===== src/rtl/feature_writeback_pkg.sv =====
// Shared types and elaboration helpers for the new-feature writeback stage.
//   state_e      : writeback run FSM states
//   calc_beats   : BRAM beats needed per output-feature vector
//   calc_addr_w  : beat address width covering a full run
//   relu_keep    : per-element ReLU decision from the element sign bit
package feature_writeback_pkg;

  typedef enum logic [1:0] {
    IDLE = 2'd0,
    RUN  = 2'd1,
    DONE = 2'd2
  } state_e;

  function automatic int unsigned calc_beats(input int unsigned num_feature_out,
                                             input int unsigned num_lanes);
    return num_feature_out / num_lanes;
  endfunction

  function automatic int unsigned calc_addr_w(input int unsigned num_subgraphs,
                                              input int unsigned beats);
    return $clog2(num_subgraphs * beats);
  endfunction

  // An element is kept unless ReLU is on and the element is negative.
  function automatic logic relu_keep(input logic en, input logic sign);
    return !(en && sign);
  endfunction

endpackage


===== src/rtl/feature_writeback_ctrl_fifo.sv =====
// First-word-fall-through vector FIFO between the aggregator and the writeback FSM.
//   clk, rst          : clock, asynchronous active-high reset (empties the FIFO)
//   wr_en, wr_data    : push side; pushes while full are dropped by the guard
//   full              : no free entry
//   rd_en, rd_data    : pop side; rd_data always shows the head entry
//   empty             : no entry held
module feature_writeback_ctrl_fifo #(
  parameter int unsigned DATA_WIDTH = 704,
  parameter int unsigned FIFO_DEPTH = 4
) (
  input  logic                  clk,
  input  logic                  rst,
  input  logic                  wr_en,
  input  logic [DATA_WIDTH-1:0] wr_data,
  output logic                  full,
  input  logic                  rd_en,
  output logic [DATA_WIDTH-1:0] rd_data,
  output logic                  empty
);

  localparam int unsigned PTR_W = $clog2(FIFO_DEPTH);

  if ((FIFO_DEPTH < 2) || ((FIFO_DEPTH & (FIFO_DEPTH - 1)) != 0)) begin : g_bad_depth
    $error("FIFO_DEPTH must be a power of two and at least 2");
  end

  logic [DATA_WIDTH-1:0] mem [FIFO_DEPTH];
  // Pointers carry one extra wrap bit to tell full from empty.
  logic [PTR_W:0] wr_ptr;
  logic [PTR_W:0] rd_ptr;
  logic           do_wr;
  logic           do_rd;

  assign do_wr   = wr_en && !full;
  assign do_rd   = rd_en && !empty;
  assign empty   = (wr_ptr == rd_ptr);
  assign full    = (wr_ptr[PTR_W] != rd_ptr[PTR_W]) &&
                   (wr_ptr[PTR_W-1:0] == rd_ptr[PTR_W-1:0]);
  assign rd_data = mem[rd_ptr[PTR_W-1:0]];

  // Storage array, no reset needed.
  always_ff @(posedge clk) begin
    if (do_wr) mem[wr_ptr[PTR_W-1:0]] <= wr_data;
  end

  // Pointer update.
  always_ff @(posedge clk or posedge rst) begin
    if (rst) begin
      wr_ptr <= '0;
      rd_ptr <= '0;
    end else begin
      if (do_wr) wr_ptr <= wr_ptr + (PTR_W + 1)'(1);
      if (do_rd) rd_ptr <= rd_ptr + (PTR_W + 1)'(1);
    end
  end

endmodule


===== src/rtl/feature_writeback_ctrl.sv =====
// New-feature writeback stage: buffers whole output-feature vectors and
// serialises them into the feature BRAM NUM_LANES elements per beat.
//   clk, rst            : clock, asynchronous active-high reset
//   start               : run request pulse (honoured in IDLE only)
//   num_vectors         : vectors in the run, sampled at start
//   base_addr           : first beat address, sampled at start
//   relu_en             : clamp negative elements to zero, sampled at start
//   new_feat/_vld/_rdy  : vector push handshake
//   wr_stall            : BRAM port unavailable this cycle
//   feat_bram_ena/addra/din : registered BRAM write beat
//   busy, done          : run in progress / end-of-run pulse
module feature_writeback_ctrl
  import feature_writeback_pkg::*;
#(
  parameter  int unsigned NEW_FEATURE_WIDTH = 44,
  parameter  int unsigned NUM_FEATURE_OUT   = 16,
  parameter  int unsigned NUM_LANES         = 1,
  parameter  int unsigned FIFO_DEPTH        = 4,
  parameter  int unsigned NUM_SUBGRAPHS     = 2708,
  localparam int unsigned BEATS  = calc_beats(NUM_FEATURE_OUT, NUM_LANES),
  localparam int unsigned ADDR_W = calc_addr_w(NUM_SUBGRAPHS, BEATS),
  localparam int unsigned VCNT_W = $clog2(NUM_SUBGRAPHS + 1)
) (
  input  logic                                        clk,
  input  logic                                        rst,
  input  logic                                        start,
  input  logic [VCNT_W-1:0]                           num_vectors,
  input  logic [ADDR_W-1:0]                           base_addr,
  input  logic                                        relu_en,
  input  logic [NUM_FEATURE_OUT*NEW_FEATURE_WIDTH-1:0] new_feat,
  input  logic                                        new_feat_vld,
  output logic                                        new_feat_rdy,
  input  logic                                        wr_stall,
  output logic                                        feat_bram_ena,
  output logic [ADDR_W-1:0]                           feat_bram_addra,
  output logic [NUM_LANES*NEW_FEATURE_WIDTH-1:0]       feat_bram_din,
  output logic                                        busy,
  output logic                                        done
);

  localparam int unsigned EW        = NEW_FEATURE_WIDTH;
  localparam int unsigned VEC_BITS  = NUM_FEATURE_OUT * EW;
  localparam int unsigned BEAT_BITS = NUM_LANES * EW;
  localparam int unsigned BEAT_W    = (BEATS > 1) ? $clog2(BEATS) : 1;

  if ((NUM_LANES == 0) || ((NUM_FEATURE_OUT % NUM_LANES) != 0)) begin : g_bad_lanes
    $error("NUM_LANES must divide NUM_FEATURE_OUT");
  end

  state_e                state;
  logic [VCNT_W-1:0]     num_reg;
  logic [VCNT_W-1:0]     vec_cnt;
  logic                  relu_reg;
  logic [ADDR_W-1:0]     addr_reg;
  logic [BEAT_W-1:0]     beat_cnt;
  logic [VEC_BITS-1:0]   vec_reg;
  logic                  rst_done;

  logic                  fifo_full;
  logic                  fifo_empty;
  logic [VEC_BITS-1:0]   fifo_rdata;

  logic                  pop_c;
  logic                  issue_c;
  logic                  last_beat_c;
  logic [BEAT_BITS-1:0]  beat_raw_c;
  logic [BEAT_BITS-1:0]  beat_c;

  // Ready is held low until the first clock after reset release.
  assign new_feat_rdy = rst_done && !fifo_full;

  feature_writeback_ctrl_fifo #(
    .DATA_WIDTH (VEC_BITS),
    .FIFO_DEPTH (FIFO_DEPTH)
  ) u_fifo (
    .clk     (clk),
    .rst     (rst),
    .wr_en   (new_feat_vld && new_feat_rdy),
    .wr_data (new_feat),
    .full    (fifo_full),
    .rd_en   (pop_c),
    .rd_data (fifo_rdata),
    .empty   (fifo_empty)
  );

  // Issue decision: beat 0 comes straight from the FIFO head on the pop
  // cycle, later beats from the shifted vector register.
  always_comb begin
    pop_c       = (state == RUN) && (beat_cnt == '0) && !fifo_empty &&
                  !wr_stall && (vec_cnt < num_reg);
    issue_c     = (state == RUN) && !wr_stall && ((beat_cnt != '0) || pop_c);
    last_beat_c = (beat_cnt == BEAT_W'(BEATS - 1));
    beat_raw_c  = (beat_cnt == '0) ? fifo_rdata[BEAT_BITS-1:0] : vec_reg[BEAT_BITS-1:0];
    beat_c      = '0;
    for (int j = 0; j < int'(NUM_LANES); j++) begin
      beat_c[j*EW +: EW] = relu_keep(relu_reg, beat_raw_c[j*EW + EW - 1]) ?
                           beat_raw_c[j*EW +: EW] : '0;
    end
  end

  // Run FSM with registered BRAM port and status outputs.
  always_ff @(posedge clk or posedge rst) begin
    if (rst) begin
      state           <= IDLE;
      num_reg         <= '0;
      vec_cnt         <= '0;
      relu_reg        <= 1'b0;
      addr_reg        <= '0;
      beat_cnt        <= '0;
      vec_reg         <= '0;
      rst_done        <= 1'b0;
      feat_bram_ena   <= 1'b0;
      feat_bram_addra <= '0;
      feat_bram_din   <= '0;
      busy            <= 1'b0;
      done            <= 1'b0;
    end else begin
      rst_done      <= 1'b1;
      done          <= 1'b0;
      feat_bram_ena <= issue_c;

      if (issue_c) begin
        feat_bram_addra <= addr_reg;
        feat_bram_din   <= beat_c;
        addr_reg        <= addr_reg + ADDR_W'(1);
        beat_cnt        <= last_beat_c ? '0 : beat_cnt + BEAT_W'(1);
      end

      // Remaining beats sit at the bottom of vec_reg after each shift.
      if (pop_c) begin
        vec_reg <= fifo_rdata >> BEAT_BITS;
        vec_cnt <= vec_cnt + VCNT_W'(1);
      end else if (issue_c) begin
        vec_reg <= vec_reg >> BEAT_BITS;
      end

      case (state)
        IDLE: begin
          if (start) begin
            num_reg  <= num_vectors;
            relu_reg <= relu_en;
            addr_reg <= base_addr;
            vec_cnt  <= '0;
            beat_cnt <= '0;
            busy     <= 1'b1;
            if (num_vectors == '0) begin
              state <= DONE;
              done  <= 1'b1;
            end else begin
              state <= RUN;
            end
          end
        end
        RUN: begin
          // All vectors popped and the last beat already issued.
          if ((beat_cnt == '0) && (vec_cnt == num_reg)) begin
            state <= DONE;
            done  <= 1'b1;
          end
        end
        DONE: begin
          state <= IDLE;
          busy  <= 1'b0;
        end
        default: begin
          state <= IDLE;
          busy  <= 1'b0;
        end
      endcase
    end
  end

endmodule


===== config.mk =====
export PLATFORM = sky130hd
export DESIGN_NAME = feature_writeback_ctrl
export DESIGN_NICKNAME = d
export VERILOG_FILES = /design/src/rtl/feature_writeback_pkg.sv /design/src/rtl/feature_writeback_ctrl_fifo.sv /design/src/rtl/feature_writeback_ctrl.sv
export SDC_FILE = /design/constraint.sdc
export NUM_CORES = 2
export LEC_CHECK = 0
export ABC_AREA = 1
export CAP_MARGIN = 20
export CORE_UTILIZATION = 40
export CTS_BUF_LIST = sky130_fd_sc_hd__clkbuf_8
export CTS_CLUSTER_DIAMETER = 150
export DETAILED_ROUTE_END_ITERATION = 12
export PLACE_DENSITY = 0.65
export SETUP_SLACK_MARGIN = 0.4
export SYNTH_ARGS = -nofsm -noshare
export SYNTH_HDL_FRONTEND = slang
export SYNTH_SLANG_ARGS = --single-unit
export TNS_END_PERCENT = 100

===== constraint.sdc =====
create_clock -name clk -period 98.5 [get_ports clk]
set_clock_uncertainty 0.15 [all_clocks]
set_input_delay 19.7 -clock clk [delete_from_list [all_inputs] [get_ports clk]]
set_output_delay 19.7 -clock clk [all_outputs]
set_load 0.05 [all_outputs]

==> results by group <==
Run status
  • Status: finished, final reports clean

Final layout
  • Share of layout cells above drive strength 1: 0.0713
  • Area growth syn-to-layout: 16.8%
  • Number of fill cells in the layout: 31.2k
  • Final nets: 13.4k
  • Non-Filler Cell Area, Final: 165000 sq um
  • Largest register FFs: 2816
  • Non-Filler Instances: 17.8k

Job
  • Maxcap violations: 0

Global route
  • GR Util met1: 0.303
  • Vias in the first global route: 87.6k
  • First-pass GRT wire length: 602 mm
  • GRT Util Overall: 0.229
  • Largest net degree at the start of global routing: 222
  • GR met3 Demand/Resource: 0.0537
  • GR Util met2: 0.370
  • Initial antenna violation count: 147
  • GRT overflow: 0
  • Most Crowded Layer GR: met2

Setup path
  • Buf/Inv on CP: 6
  • Critical path capture point type: flip-flop
  • CP max-delay cell: buf_4
  • Crit Path Category: input port to flip-flop
  • Top Family by Delay on Critical Path: buffers and inverters
  • Crit path largest cell delay: 0.87 ns
  • CP startpoint kind: input port
  • R2r worst-path depth: 13
  • Most common cell on crit path: buf_4
  • Register-to-register setup slack: 91.31 ns
  • Crit path launch: wr_stall
  • Critical R2R Capture: u_fifo.mem[2][562]
  • Setup crit end: vec_reg[512]
  • Worst path cell trace: clkdlybuf4s50_1, nand3b_2, nor2_1, nand3_1, nor2_1, nand2_4, a21oi_4, buf_4, buf_4, buf_4, buf_4, buf_12, nand2_1, o21ai_1
  • Arrival time at the worst endpoint: 25.80 ns
  • Crit. path cell count: 14
  • Worst R2R Start: u_fifo.rd_ptr[0]
  • Crit-path max FO: 221
  • Critical path data required time: 99.44 ns

Yosys
  • Synth Flop Type: edfxtp_1
  • Syn nets: 12.6k
  • Yosys warning count: 0
  • Count of state elements after synthesis: 3593
  • Seq/Total Area, Yosys: 0.737
  • Area leader, netlist: edfxtp_1
  • Post-Syn Area: 141000 sq um
  • Asr flop ratio synth: 0.216
  • Post-synth top cells: 2816 x edfxtp_1, 2138 x o21ai_0, 1886 x nand2_1, 1221 x nor2_1, 777 x dfrtp_1
  • Ranking of synthesized cells by area: edfxtp_1 60%, dfrtp_1 14%, o21ai_0 7.6%
  • EDFF count, synth: 2816
  • Synth cell types: 34
  • Cell count after synthesis: 11.9k
  • Top-area cell type share of the netlist area: 0.599
  • Syn Area/Cell: 11.9 sq um
  • Top-count cell post-synth: edfxtp_1

Power
  • Pint: 2.90 mW
  • Pwr Density: 27.9 nW/um^2
  • Leakage: 58.1 nW
  • Clock Power Share: 0.276
  • Sequential power share: 0.427
  • Sw frac: 0.370
  • Switching power total: 1.70 mW
  • Maximum vdd drop: 28.6 uV
  • Comb pwr share: 0.297

Timing
  • Worst-margin pin slew: 1.16 ns
  • Setup TNS Final: 0 ns
  • Slew Viols, Final: 0
  • Period minus WS final: 24.86 ns
  • Final period util: 0.252
  • RSZ-0062 raised after global routing: no
  • Max Fclk: 40.2 MHz
  • Final Hold Vio Count: 0
  • Slew margin rel.: 0.227
  • Final setup vio count: 0

Floorplan
  • Ports: 802
  • Starting Density: 0.403
  • Die area: 355000 sq um
  • Die X: 596 um
  • Std-Cell Rows: 217
  • Chip height: 596 um
  • CORE AREA: 350000 sq um

Drt
  • DR vias: 94.2k
  • Overall routed net length: 421 mm
  • Post-DR vias/cell: 5.29
  • Iteration-0 DRC Markers: 10.1k
  • Antenna viol nets, final: 0
  • WL per Instance: 23.6 um
  • # DRC: 0
  • Drt pass-1 iters: 6

Clock network
  • Hold-fix buffers, CTS: 0
  • CTS HTree Levels: 6
  • Post-CTS Setup Inserts: 0
  • CTS root buf: clkbuf_8
  • TritonCTS Buffers: 595
  • CTS max path bufs: 4
  • CTS tree: yes
  • Cts repair resizes: 0
  • Worst skew pair latency: 1.20 ns
  • CTS clk-pin slew, worst paths: 0.06 ns
  • Sink Count: 3593

Placement
  • PortBufs: 801
  • Dpl cell area: 153000 sq um
  • Hpwl dp: 265 mm
  • Cells after DPL: 16.6k
  • Final Wtd Congestion: 0.806

Hold path
  • HP Class: flip-flop to flip-flop
==> metal layers <==
layer,up-vias,part of all wire
met2,3582,0.48
met1,46300,0.40
met3,728,0.089
li1,43500,-
met5,-,0.0014
met4,92,0.033
==> placed cells by master (no fill, tap or decap), types with 4 or more instances in the layout <==
master,instances
a21oi_1,208
a32o_1,24
buf_12,22
buf_4,113
bufinv_16,9
clkbuf_8,659
clkdlybuf4s50_1,801
clkinv_1,85
clkinv_2,49
clkinv_8,12
clkinvlp_4,4
dfrtp_1,775
diode_2,115
edfxtp_1,2816
ha_1,21
inv_1,969
inv_12,19
inv_6,7
inv_8,18
nand2_1,1886
nand3_1,131
nand4_1,7
nor2_1,1216
nor2_4,4
nor3_1,17
o211ai_1,4
o21ai_0,2138
o21ai_1,457
o22ai_1,594
or2_2,7
xor2_1,13
==> cell families (layout without fill, tap and decap cells) <==
group | Yosys count | count (layout) | synth area share
buffers and inverters | 1523 | 2771 | 0.0435
DFF | 3593 | 3593 | 0.737
adders and majority gates | 21 | 21 | 0.00186
and+or+nand+nor | 3278 | 3278 | 0.0889
xor gates and xnor gates | 15 | 15 | 0.000931
AOI/OAI and AO/OA | 3430 | 3430 | 0.128
other | 1 | 116 | 0.0000266
==> worst min-delay path, stage by stage, from the launching register on <==
cell and delay, ns:
dfrtp_1 0.34, nand2_1 0.05, nand2_1 0.05
==> how the worst min path moves through the flow <==
stage,slack [ns],to,cells past startpoint,start
2_1_floorplan,0.30,num_reg[0],2,num_reg[0]
4_1_cts,0.33,vec_reg[597],2,vec_reg[597]
3_5_place_dp,0.32,vec_reg[597],2,vec_reg[597]
3_3_place_gp,0.31,feat_bram_din[30],2,feat_bram_din[30]
6_report,0.33,vec_reg[610],2,vec_reg[610]
5_1_grt,0.34,vec_reg[590],2,vec_reg[590]
==> stage by stage <==
stage               hold WS (ns)  utilization  setup slack (ns)  power [mW]
detailed placement         0.315        0.437             72.60        3.37
global placement           0.314        0.437             72.72        3.35
CTS                        0.331        0.470             73.95        4.64
floorplan                  0.298            -             47.47        3.02
finish                     0.328        0.471             73.64        4.61
global route               0.343        0.470             73.36        4.84
==> power by group through the flow <==
stage	sequential [mW]	combinational (mW)	clock, mW
after CTS	1.96	1.38	1.29
after detailed placement	1.99	1.38	0
after global routing	1.98	1.50	1.36
after global placement	1.99	1.37	0
final	1.96	1.37	1.27
after floorplan	2.18	0.836	0
==> layout make-up <==
type | count | area, sq um | area share
sequential | 3593 | 104000 | 0.631
multi-input combinational | 6745 | 31100 | 0.189
timing repair buffer | 937 | 9330 | 0.0566
clock buffer | 659 | 9070 | 0.0550
tap | 4599 | 5750 | 0.0349
inverter | 733 | 2780 | 0.0169
clock inverter | 442 | 2520 | 0.0153
antenna | 115 | 288 | 0.00175
Note: power is estimated with default switching activity, not from simulation.
